==> src/rtl/keypad_number_entry.sv <==
// PS/2 set-2 keypad number entry: accumulates decimal digits into a WIDTH-bit operand
// and commits operand + operator over valid/ready. Optional backspace: KEYPAD_BACKSPACE_EN.
module keypad_number_entry #(
  parameter int unsigned WIDTH      = 32,
  parameter int unsigned MAX_DIGITS = 9,
  localparam int unsigned CW        = $clog2(MAX_DIGITS + 1)
) (
  input  logic             clk,
  input  logic             rst,
  input  logic [7:0]       code_in,
  input  logic             code_valid,
  output logic [WIDTH-1:0] value,
  output logic [CW-1:0]    digit_count,
  output logic             overflow,
  output logic             cmt_valid,
  input  logic             cmt_ready,
  output logic [WIDTH-1:0] cmt_value,
  output logic [3:0]       cmt_op,
  output logic             dropped
);

  typedef enum logic [1:0] {S_ENTRY, S_BREAK, S_HOLD} state_t;

  state_t           r_state;
  logic [WIDTH-1:0] r_value;
  logic [CW-1:0]    r_cnt;
  logic             r_ovf;
  logic             r_cmt_valid;
  logic [WIDTH-1:0] r_cmt_value;
  logic [3:0]       r_cmt_op;
  logic             r_dropped;

  logic             w_is_digit;
  logic [3:0]       w_digit;
  logic             w_is_op;
  logic [3:0]       w_op;
  logic [WIDTH+3:0] w_ext;
  logic [WIDTH+3:0] w_mul;
  logic             w_lead_zero;
  logic             w_reject;

  always_comb begin
    w_is_digit = 1'b1;
    w_digit    = 4'd0;
    case (code_in)
      8'h45: w_digit = 4'd0;
      8'h16: w_digit = 4'd1;
      8'h1E: w_digit = 4'd2;
      8'h26: w_digit = 4'd3;
      8'h25: w_digit = 4'd4;
      8'h2E: w_digit = 4'd5;
      8'h36: w_digit = 4'd6;
      8'h3D: w_digit = 4'd7;
      8'h3E: w_digit = 4'd8;
      8'h46: w_digit = 4'd9;
      default: w_is_digit = 1'b0;
    endcase
  end

  always_comb begin
    w_is_op = 1'b1;
    w_op    = 4'd0;
    case (code_in)
      8'h15: w_op = 4'd1;
      8'h1D: w_op = 4'd2;
      8'h24: w_op = 4'd3;
      8'h2D: w_op = 4'd4;
      8'h2C: w_op = 4'd5;
      8'h35: w_op = 4'd6;
      8'h3C: w_op = 4'd7;
      8'h43: w_op = 4'd8;
      8'h44: w_op = 4'd9;
      8'h4D: w_op = 4'd10;
      8'h1C: w_op = 4'd11;
      8'h1B: w_op = 4'd12;
      8'h23: w_op = 4'd13;
      8'h5A: w_op = 4'd14;
      default: w_is_op = 1'b0;
    endcase
  end

  // value*10 + d evaluated 4 bits wider so any carry past WIDTH flags overflow
  always_comb begin
    w_ext       = {4'b0000, r_value};
    w_mul       = (w_ext << 3) + (w_ext << 1) + (WIDTH+4)'(w_digit);
    w_lead_zero = (r_cnt == '0) && (r_value == '0) && (w_digit == 4'd0);
    w_reject    = (r_cnt == CW'(MAX_DIGITS)) || (w_mul[WIDTH+3:WIDTH] != 4'd0);
  end

  always_ff @(posedge clk) begin
    if (rst) begin
      r_state     <= S_ENTRY;
      r_value     <= '0;
      r_cnt       <= '0;
      r_ovf       <= 1'b0;
      r_cmt_valid <= 1'b0;
      r_cmt_value <= '0;
      r_cmt_op    <= '0;
      r_dropped   <= 1'b0;
    end else begin
      r_dropped <= 1'b0;
      case (r_state)
        S_ENTRY: begin
          if (code_valid) begin
            if (code_in == 8'hF0) begin
              r_state <= S_BREAK;
            end else if (code_in == 8'hE0) begin
              r_state <= S_ENTRY;
            end else if (code_in == 8'h76) begin
              r_value <= '0;
              r_cnt   <= '0;
              r_ovf   <= 1'b0;
`ifdef KEYPAD_BACKSPACE_EN
            end else if (code_in == 8'h66) begin
              if (r_cnt != '0) begin
                r_value <= r_value / WIDTH'(10);
                r_cnt   <= r_cnt - CW'(1);
                r_ovf   <= 1'b0;
              end
`endif
            end else if (w_is_digit) begin
              if (!w_lead_zero) begin
                if (w_reject) begin
                  r_ovf <= 1'b1;
                end else begin
                  r_value <= w_mul[WIDTH-1:0];
                  r_cnt   <= r_cnt + CW'(1);
                end
              end
            end else if (w_is_op) begin
              r_cmt_value <= r_value;
              r_cmt_op    <= w_op;
              r_cmt_valid <= 1'b1;
              r_state     <= S_HOLD;
            end
          end
        end
        S_BREAK: begin
          if (code_valid) r_state <= S_ENTRY;
        end
        S_HOLD: begin
          if (code_valid) r_dropped <= 1'b1;
          if (cmt_ready) begin
            r_value     <= '0;
            r_cnt       <= '0;
            r_ovf       <= 1'b0;
            r_cmt_valid <= 1'b0;
            r_state     <= S_ENTRY;
          end
        end
        default: r_state <= S_ENTRY;
      endcase
    end
  end

  assign value       = r_value;
  assign digit_count = r_cnt;
  assign overflow    = r_ovf;
  assign cmt_valid   = r_cmt_valid;
  assign cmt_value   = r_cmt_value;
  assign cmt_op      = r_cmt_op;
  assign dropped     = r_dropped;

endmodule
==> config.mk <==
export PLATFORM = sky130hd
export DESIGN_NAME = keypad_number_entry
export DESIGN_NICKNAME = d
export VERILOG_FILES = /design/src/rtl/keypad_number_entry.sv
export SDC_FILE = /design/constraint.sdc
export NUM_CORES = 1
export LEC_CHECK = 0
export CAP_MARGIN = 5
export CORE_ASPECT_RATIO = 0.6
export CORE_MARGIN = 1
export CORE_UTILIZATION = 43
export DETAILED_ROUTE_END_ITERATION = 16
export GPL_ROUTABILITY_DRIVEN = 0
export HOLD_SLACK_MARGIN = 0.12
export PLACE_DENSITY = 0.72
export SLEW_MARGIN = 5
export SYNTH_ARGS = -nofsm -noshare
export SYNTH_HDL_FRONTEND = slang
export SYNTH_SLANG_ARGS = --single-unit
==> constraint.sdc <==
create_clock -name clk -period 6 [get_ports clk]
set_input_delay 0.9 -clock clk [delete_from_list [all_inputs] [get_ports clk]]
set_output_delay 0.9 -clock clk [all_outputs]
set_load 0.05 [all_outputs]
# After elaboration in Yosys (flattened, before gate mapping)
# Index checks and enable logic that the tools add are counted.
[op_classes]
addsub = 3
eq_ne = 45
mux = 48
bitwise = 5
reduce_logical = 17
[op_table]
columns = ["cell", "count"]
rows = [
  ["$mux 32", 8],
  ["$eq 8x6->1 const B", 12],
  ["$pmux 32 s2", 1],
  ["$eq 8x7->1 const B", 7],
  ["$pmux 4 s14", 1],
  ["$eq 8x5->1 const B", 6],
  ["$add 35x33->36", 1],
  ["$add 36x4->36", 1],
  ["$pmux 4 s9", 1],
  ["$logic_not 32->1", 1],
  ["$mux 4", 8],
  ["$reduce_and 8->1", 3],
  ["$mux 1", 17],
  ["$eq 8x8->1 const B", 2],
  ["$mux 2", 8],
  ["$ne 2x2->1 const B", 8],
  ["$reduce_or 14->1", 1],
  ["$ne 3x3->1 const B", 4],
  ["$ne 4x4->1 const B", 3],
  ["$reduce_or 10->1", 1],
  ["$logic_not 4->1", 2],
  ["$pmux 4 s2", 1],
  ["$reduce_and 7->1", 1],
  ["$pmux 2 s3", 1],
  ["13 further kinds", 19],
]
[word_totals]
register_bits = 77
input_bits = 12
output_inout_bits = 75
wordCells = 126

# Longest topological paths before layout
[depth]
word_depth = 13
ltp_mapped = 20

# Worst setup path after synthesis
# No wires, ideal clock.
[synth_path]
kind = "in2reg"
start = "in code_in[4]"
end = "reg r_cnt[0] (netlist: digit_count[0])"
arrival_ps = 4705
t_required_ps = 5879
slack_ps = 1173
cell_stages = 17
cell_sequence = "clkbuf_1 -> nand2_1 -> nor3_1 -> a31oi_1 -> nor3_1 -> fa_1 -> fa_1 -> a21oi_1 -> o211ai_2 -> a211oi_1 -> or4_4 -> a2111oi_4 -> or3_1 -> a21oi_2 -> a21o_1 -> buf_6 -> mux2_4"
[synth_between]
elab_chain_cells = 7
word_cells_on_any_way = 32
[synth_lines]
columns = ["item", "line", "rtl"]
rows = [
  ["start, declared", "10", "input logic [7:0] code_in,"],
  ["$eq 8x7->1 (tied with other cells)", "45", "case (code_in)"],
  ["$pmux 4 s9", "45", ""],
  ["$add 36x4->36", "85", "w_mul = (w_ext << 3) + (w_ext << 1) + (WIDTH+4)'(w_digit);"],
  ["$reduce_bool 4->1", "87", "w_reject = (r_cnt == CW'(MAX_DIGITS)) || (w_mul[WIDTH+3:WIDTH] != 4'd0);"],
  ["$logic_or 1x1->1", "87", ""],
  ["$ne 3x3->1 (no line)", "--", ""],
  ["$reduce_and 8->1 (no line)", "--", ""],
  ["end signal, assigned", "127", "r_cnt <= r_cnt + CW'(1);"],
  ["end, declared", "26", "logic [CW-1:0] r_cnt;"],
]
# Parallel ways exist; a longest one is shown, timed or not. The select of a mux whose other input is x is not followed.
# A chain may end at the register's enable or synchronous reset.

# Worst setup path after layout
# Same ends and word-level chain as after synthesis.

==> results.tsv <==
stage	metric	value	unit
status	status	complete, no violations	
timing	rsz0062_at_grt	false	
finish	drive_above_1_share	5.425	%
clock_tree	cts_tree	done	
logic_synthesis	synth_nets	853	
floorplanning	core	0.01317	mm^2
logic_synthesis	seq_area_frac_synth	25.86	%
timing	max_freq	182.6	MHz
place	portBuffers	86	
clock_tree	ctsHoldBuffers	0	
logic_synthesis	synth_edf_count	0	
floorplanning	die_area	0.01435	mm^2
finish	final_util	55.24	%
clock_tree	cts_inserted_buffers	9	
logic_synthesis	synthTopCellsByArea	dfxtp_1 26%, ha_1 14%, nand2_1 9.7%	
flow_run	max_cap_violations	0	
timing	worstMarginPinSlew	1.112	ns
timing	slew-limit-headroom	25.41	%
timing	fin_crit_sh	91.27	%
critical_path	path_max_fanout	11	
detailed_routing	avgViaCountPerCell	5.721	
floorplanning	start_util	45.25	%
place	dpl.hpwl	12.35	mm
logic_synthesis	synth_common_cells	154 x nand2_1, 77 x dfxtp_1, 76 x a21oi_1	
logic_synthesis	syn_area	0.005961	mm^2
floorplanning	die_w	154	um
global_routing	grt_remaining_overflow	0	
global_routing	use_met1	35.98	%
critical_path	cp.required	6.24	ns
logic_synthesis	yosysWarningCount	0	
detailed_routing	drtAntennaViolNets	0	
critical_path	start_kind	input port	
power	max-vdd-ir-drop	0.0001123	V
timing	maxSlewViolCount	0	
logic_synthesis	syn_inst	773	
logic_synthesis	synth_ff_type	dfxtp_1	
clock_tree	cts_max_level	3	
floorplanning	io_pins	87	
floorplanning	rows	32	
clock_tree	clk_pin_slew	0.06	ns
logic_synthesis	yosysTopAreaCell	dfxtp_1	
clock_tree	clkLatencyLatePin	0.35	ns
critical_path	slowest_stage	clkdlybuf4s50_1	
global_routing	grt_use_met3	5.746	%
clock_tree	cts.sink_count	77	
critical_path	startpoint	code_in[4]	
power	power_density	158.7	mW/mm^2
min_path	hp-start	cmt_value[22]$_SDFFE_PP0P_	
global_routing	grt_antenna_before_repair	0	
global_routing	grt_pass1_wl	27.48	mm
clock_tree	cts_root_buffer	clkbuf_16	
detailed_routing	wl_per_cell	16.28	um
detailed_routing	drtIter0Drc	462	
global_routing	grtUsageMet2	34.24	%
critical_path	cp-end-kind	flop	
floorplanning	fp.dieH	93.20	um
global_routing	grt_max_degree	58	
clock_tree	clock_path_buffers	2	
detailed_routing	routed_wirelength	16.57	mm
timing	hold_viol	0	
finish	area_growth	22.08	%
finish	diodes	0	
logic_synthesis	yosys.cell_count.top_type	nand2_1	
clock_tree	cts_resized	0	
critical_path	cp_cell_sequence	clkdlybuf4s50_1, nand2_1, nor3_1, a31oi_1, nor3_1, fa_1, fa_1, a21oi_1, o211ai_2, a211oi_1, or4_4, a2111oi_4, or3_1, a21oi_2, a21o_1, mux2_4	
detailed_routing	firstDrtPassIters	7	
finish	num-nets-final	923	
min_path	holdCritPathClass	flop to flop	
timing	fin_skew	0.006675	ns
critical_path	arrival	5.71	ns
logic_synthesis	synthArstFlopShare	0	%
logic_synthesis	yosys.cell_types.count	64	
critical_path	crit_type	input port to flop	
logic_synthesis	synth.avg_cell_area	7.711	um^2
critical_path	timing.rr.start	value[26]$_SDFFE_PP0P_	
clock_tree	cts_setup_buffers	0	
detailed_routing	dr_total_vias	5824	
logic_synthesis	synth_top_area_share	25.86	%
critical_path	slowest_delay	0.70	ns
global_routing	grt.total_usage	24.17	%
logic_synthesis	ys_ff_latch	77	
critical_path	rrSetupSlack	1.83	ns
global_routing	top_usage_layer	met1	
timing	fin_setup_tns	0	ns
global_routing	first_global_vias	5396	
timing	min_period	5.476	ns
detailed_routing	drc	0	
power	p_leak	3.099	nW
timing	setup-violations-final	0	
[critical path: cells and delay by family]
family,cells,cell delay [ns]
adders and majority gates,2,1.01
muxes,1,0.33
buffers and inverters,1,0.70
and+or+nand+nor,5,1.29
AOI/OAI and AO/OA,7,1.48
[sequential cells by signal, indices dropped and copies added, names as in the netlist]
register / cells
value: 32
cmt_op: 4
dropped: 1
cmt_value: 32
overflow: 1
r_state: 2
digit_count: 4
cmt_valid: 1
[routing by layer]
| metal | vias up | part of all wire (%) |
|---|---|---|
| li1 | 2933 | - |
| met1 | 2675 | 53 |
| met2 | 199 | 39 |
| met3 | 17 | 7.8 |
| met4 | 0 | 0.88 |
| met5 | - | 0 |
[cells in the final DEF, fill, tap and decap left out, types with 6 or more instances in the layout]
master and count:
mux2i_1 33, o21a_1 6, nor3_1 24, a21o_1 12
buf_4 14, nand4_1 10, a211oi_1 7, o21bai_1 7
dfxtp_1 77, a21oi_1 76, nor2b_1 10, nand2b_1 11
xor2_1 11, o21ai_0 19, nor2_1 40, or3_1 8
nand3_1 26, a31oi_1 9, nor4_1 12, nand2_1 154
inv_1 17, xnor2_1 14, clkdlybuf4s50_1 85, clkbuf_16 9
ha_1 66
[metrics by stage]
step	std cells	hold WS (ns)	power, mW	setup WS, ns	area [um^2]
floorplan	773	0.5397	0.5764	1.173	5961
global placement	1002	0.4423	0.6057	0.3565	6975
detailed placement	1002	0.4465	0.6052	0.1828	6975
CTS	1018	0.4545	1.164	0.5469	7277
global route	1018	0.4735	1.198	0.1392	7277
finish	1018	0.4518	1.155	0.5236	7277
[area by class of cell]
class	instances	area, um^2
clock buffers	10	239.0
clock inverters	6	62.56
fillers	1265	5896
multi-input cells	635	4169
inverters	19	71.32
repair buffers	101	980.9
flip-flops and latches	77	1541
well taps	170	212.7
[logic make-up after synthesis]
logic type      share of synthesized area [%]
flops                                   25.86
fa+ha+maj                               14.53
compound gates                          19.00
xor+xnor                                3.673
mux                                     7.368
simple gates                            25.17
buf+inv                                 4.408
[power by group]
part           total (mW)  switching [mW]  internal (mW)
sequential          0.513         0.00119          0.512
combinational      0.0819          0.0537         0.0282
clock               0.560           0.228          0.332
[path summary, 6_finish.rpt]
kind / end / cells after the start
max reg2reg: value[10]$_SDFFE_PP0P_ / 12
min: cmt_value[22]$_SDFFE_PP0P_ / 2
max: digit_count[0]$_SDFFE_PP0P_ / 16
min reg2reg: cmt_value[22]$_SDFFE_PP0P_ / 2
(Power assumes the default switching activity.)
==> variant: new RTL, config.mk and constraints unchanged <==
Set the parameter `WIDTH` to 48 (it was 32).
--- a/src/rtl/keypad_number_entry.sv
+++ b/src/rtl/keypad_number_entry.sv
@@ -2,5 +2,5 @@
 // and commits operand + operator over valid/ready. Optional backspace: KEYPAD_BACKSPACE_EN.
 module keypad_number_entry #(
-  parameter int unsigned WIDTH      = 32,
+  parameter int unsigned WIDTH      = 48,
   parameter int unsigned MAX_DIGITS = 9,
   localparam int unsigned CW        = $clog2(MAX_DIGITS + 1)
Ports: changed (resized cmt_value and value); port bits go from 87 to 119. The function was not compared with the original's and may differ.
==> variant against the original RTL <==
Clock power up 5.5%; critical path depth increased by 3; largest cell class unchanged; synthesized cell count increased by 25%; sequential cell count up 32; global-route usage grew 1.5 points; final area is 30% higher; total power grew 21%; largest power group is now sequential cells; wire length increased by 46%; area after synthesis rose by 31%; sequential power is 41% higher; setup slack worse by 0.14 ns.
==> variant: results (changes against the original RTL) <==
The flow ran to the end, and the final reports show no timing, DRC or antenna violations. The HPWL after detailed placement came out at 18.1 mm (+46%). The slowest stage cell on the critical path is clkdlybuf4s50_1. The hold-critical path endpoint is cmt_value[4]. The net count of the finished layout was 1,178 (+28%). The minimum period implied by the final worst setup slack is 5.62 ns (+0.139 ns). The detailed-routing iteration count for the pre-antenna-repair pass was 6 (-1).

The proportion of synthesized chip area in sequential cells was 27.9% (+2.0 points). The global-route wire length before repair is 38.0 mm (+38%). The static leakage is 4.01 nW (+29%).

CTS placed an instance of clkbuf_16 at the clock tree root. The clock latency on the worst-skew pair came out at 0.35 ns (about the same). The unique cell type count in the Yosys netlist came out at 67 (+4.7%). The actual transition at the worst max-transition pin was 1.05 ns (-0.0649 ns). By count the netlist is led by 159 x nand2_1, 118 x a21oi_1, 109 x dfxtp_1. The proportion of synthesized flip-flops having asynchronous set or reset came out at 0% (unchanged). The number of buffers inserted by port buffering came out at 118 (+37%). The post-detailed-route via-to-cell ratio was 6.00 (+4.9%).

The number of H-tree branching levels was 3 (unchanged). The beginning of the worst register-to-register path is value[15]. The largest driver fanout on the critical path is 45 (+34). In this run the worst setup path terminates at digit_count[0]. The layout cell share with drive strength beyond 1 is 5.04% (-0.38 points). STA classifies the critical path endpoint as a register.

The clock-pin transition on the worst setup and hold timing paths is around 0.070 ns. The path class of the tightest hold or removal check is reg -> reg. The quantity of gates resized following cts came out at 0 (unchanged). The number of global-route vias before repair is 6,966 (+29%). The signal arrival time at the worst endpoint is 5.91 ns (+0.20 ns). The largest net degree at the start of global routing came to 62 (+6.9%). Among cell families on the critical path, the largest total delay comes from compound AO/OA/AOI/OAI gates. The highest cell delay on the worst timing path is 0.49 ns (-0.21 ns). The endpoint identified for the worst register-to-register timing path is value[26].

The source of the critical timing path is code_in[7]. The net count after synthesis came to 1,082 (+27%). The register-to-register path setup slack is 1.59 ns (-0.24 ns). The global routing usage summed across all routing layers is 25.6% (+1.5 points).

The clock tree skew after final layout came out at 0.0133 ns (+0.00666 ns). The worst hold path begins at cmt_value[4]. The initial DRC count came to 649 (+40%). The buffer levels on the longest clock path came out at 2 (unchanged). In the post-synthesis netlist, the biggest area contributors are dfxtp_1 28%, ha_1 16%, nand2_1 7.6%. The buffers inserted during post-CTS setup optimization is 0 (unchanged). The number of inserted filler cells in the final layout is 1,649 (+30%). The initial antenna violation count is 0 (unchanged). The total clock buffers created by CTS came to 9 (unchanged). The instance count along the most critical hold path is 2 (unchanged). The depth of the worst register-to-register path came out at 13 (+1). The number of synthesis warnings was 0 (unchanged). The average wire per standard cell is 18.5 um (+14%). The maximum vdd drop was 0.129 mV (+15%).
==> variant: cell count changes after synthesis, moves of 7 or more <==
cell,change
mux2i_1,-26
nand4_1,+9
a22o_1,+43
xor2_1,+12
nor4_1,+7
xnor2_1,+8
nor2_1,+16
dfxtp_1,+32
a21oi_1,+42
ha_1,+32
o21ai_0,+26
nand3_1,-8
==> variant: cell families after synthesis <==
family	after synthesis	share of synthesized area, %
xor gates and xnor gates	45	5.04
muxes	9	1.18
AOI/OAI and AO/OA	298	24.9
and+or+nand+nor	342	20.4
buffers and inverters	67	4.40
adders and majority gates	100	16.2
DFF	109	27.9
==> variant: cell type report <==
class / instances / area share (%)
well taps: 234 / 3.09
repair buffers: 135 / 14.0
clock buffers: 11 / 2.67
flip-flops and latches: 109 / 23.0
multi-input cells: 794 / 56.1
clock inverters: 5 / 0.423
inverters: 17 / 0.674
==> variant: stage by stage <==
step / cell area [um^2] / setup slack (ns) / hold WS (ns) / cells / util, %
floorplan: 7830 / 0.808 / 0.490 / 970 / -
global route: 9470 / 0.151 / 0.473 / 1305 / 54.3
global placement: 9180 / 0.327 / 0.442 / 1289 / 52.6
CTS: 9470 / 0.481 / 0.458 / 1305 / 54.3
finish: 9470 / 0.384 / 0.453 / 1305 / 54.3
detailed placement: 9180 / 0.186 / 0.448 / 1289 / 52.6
==> variant: metal layers <==
layer | up-vias | part of all wire, % | GRT usage (%)
met4 | 0 | 1.3 | 5.34
met3 | 31 | 9.8 | 6.29
met2 | 373 | 39 | 35.2
met5 | - | 0 | 0
li1 | 3789 | - | -
met1 | 3640 | 50 | 39.3
==> variant: where the power goes <==
part,internal [W],leakage (nW),switching (W)
Combinational,0.0000286,2.99,0.0000583
Clock,0.000310,0.147,0.000281
Sequential,0.000724,0.878,0.00000126
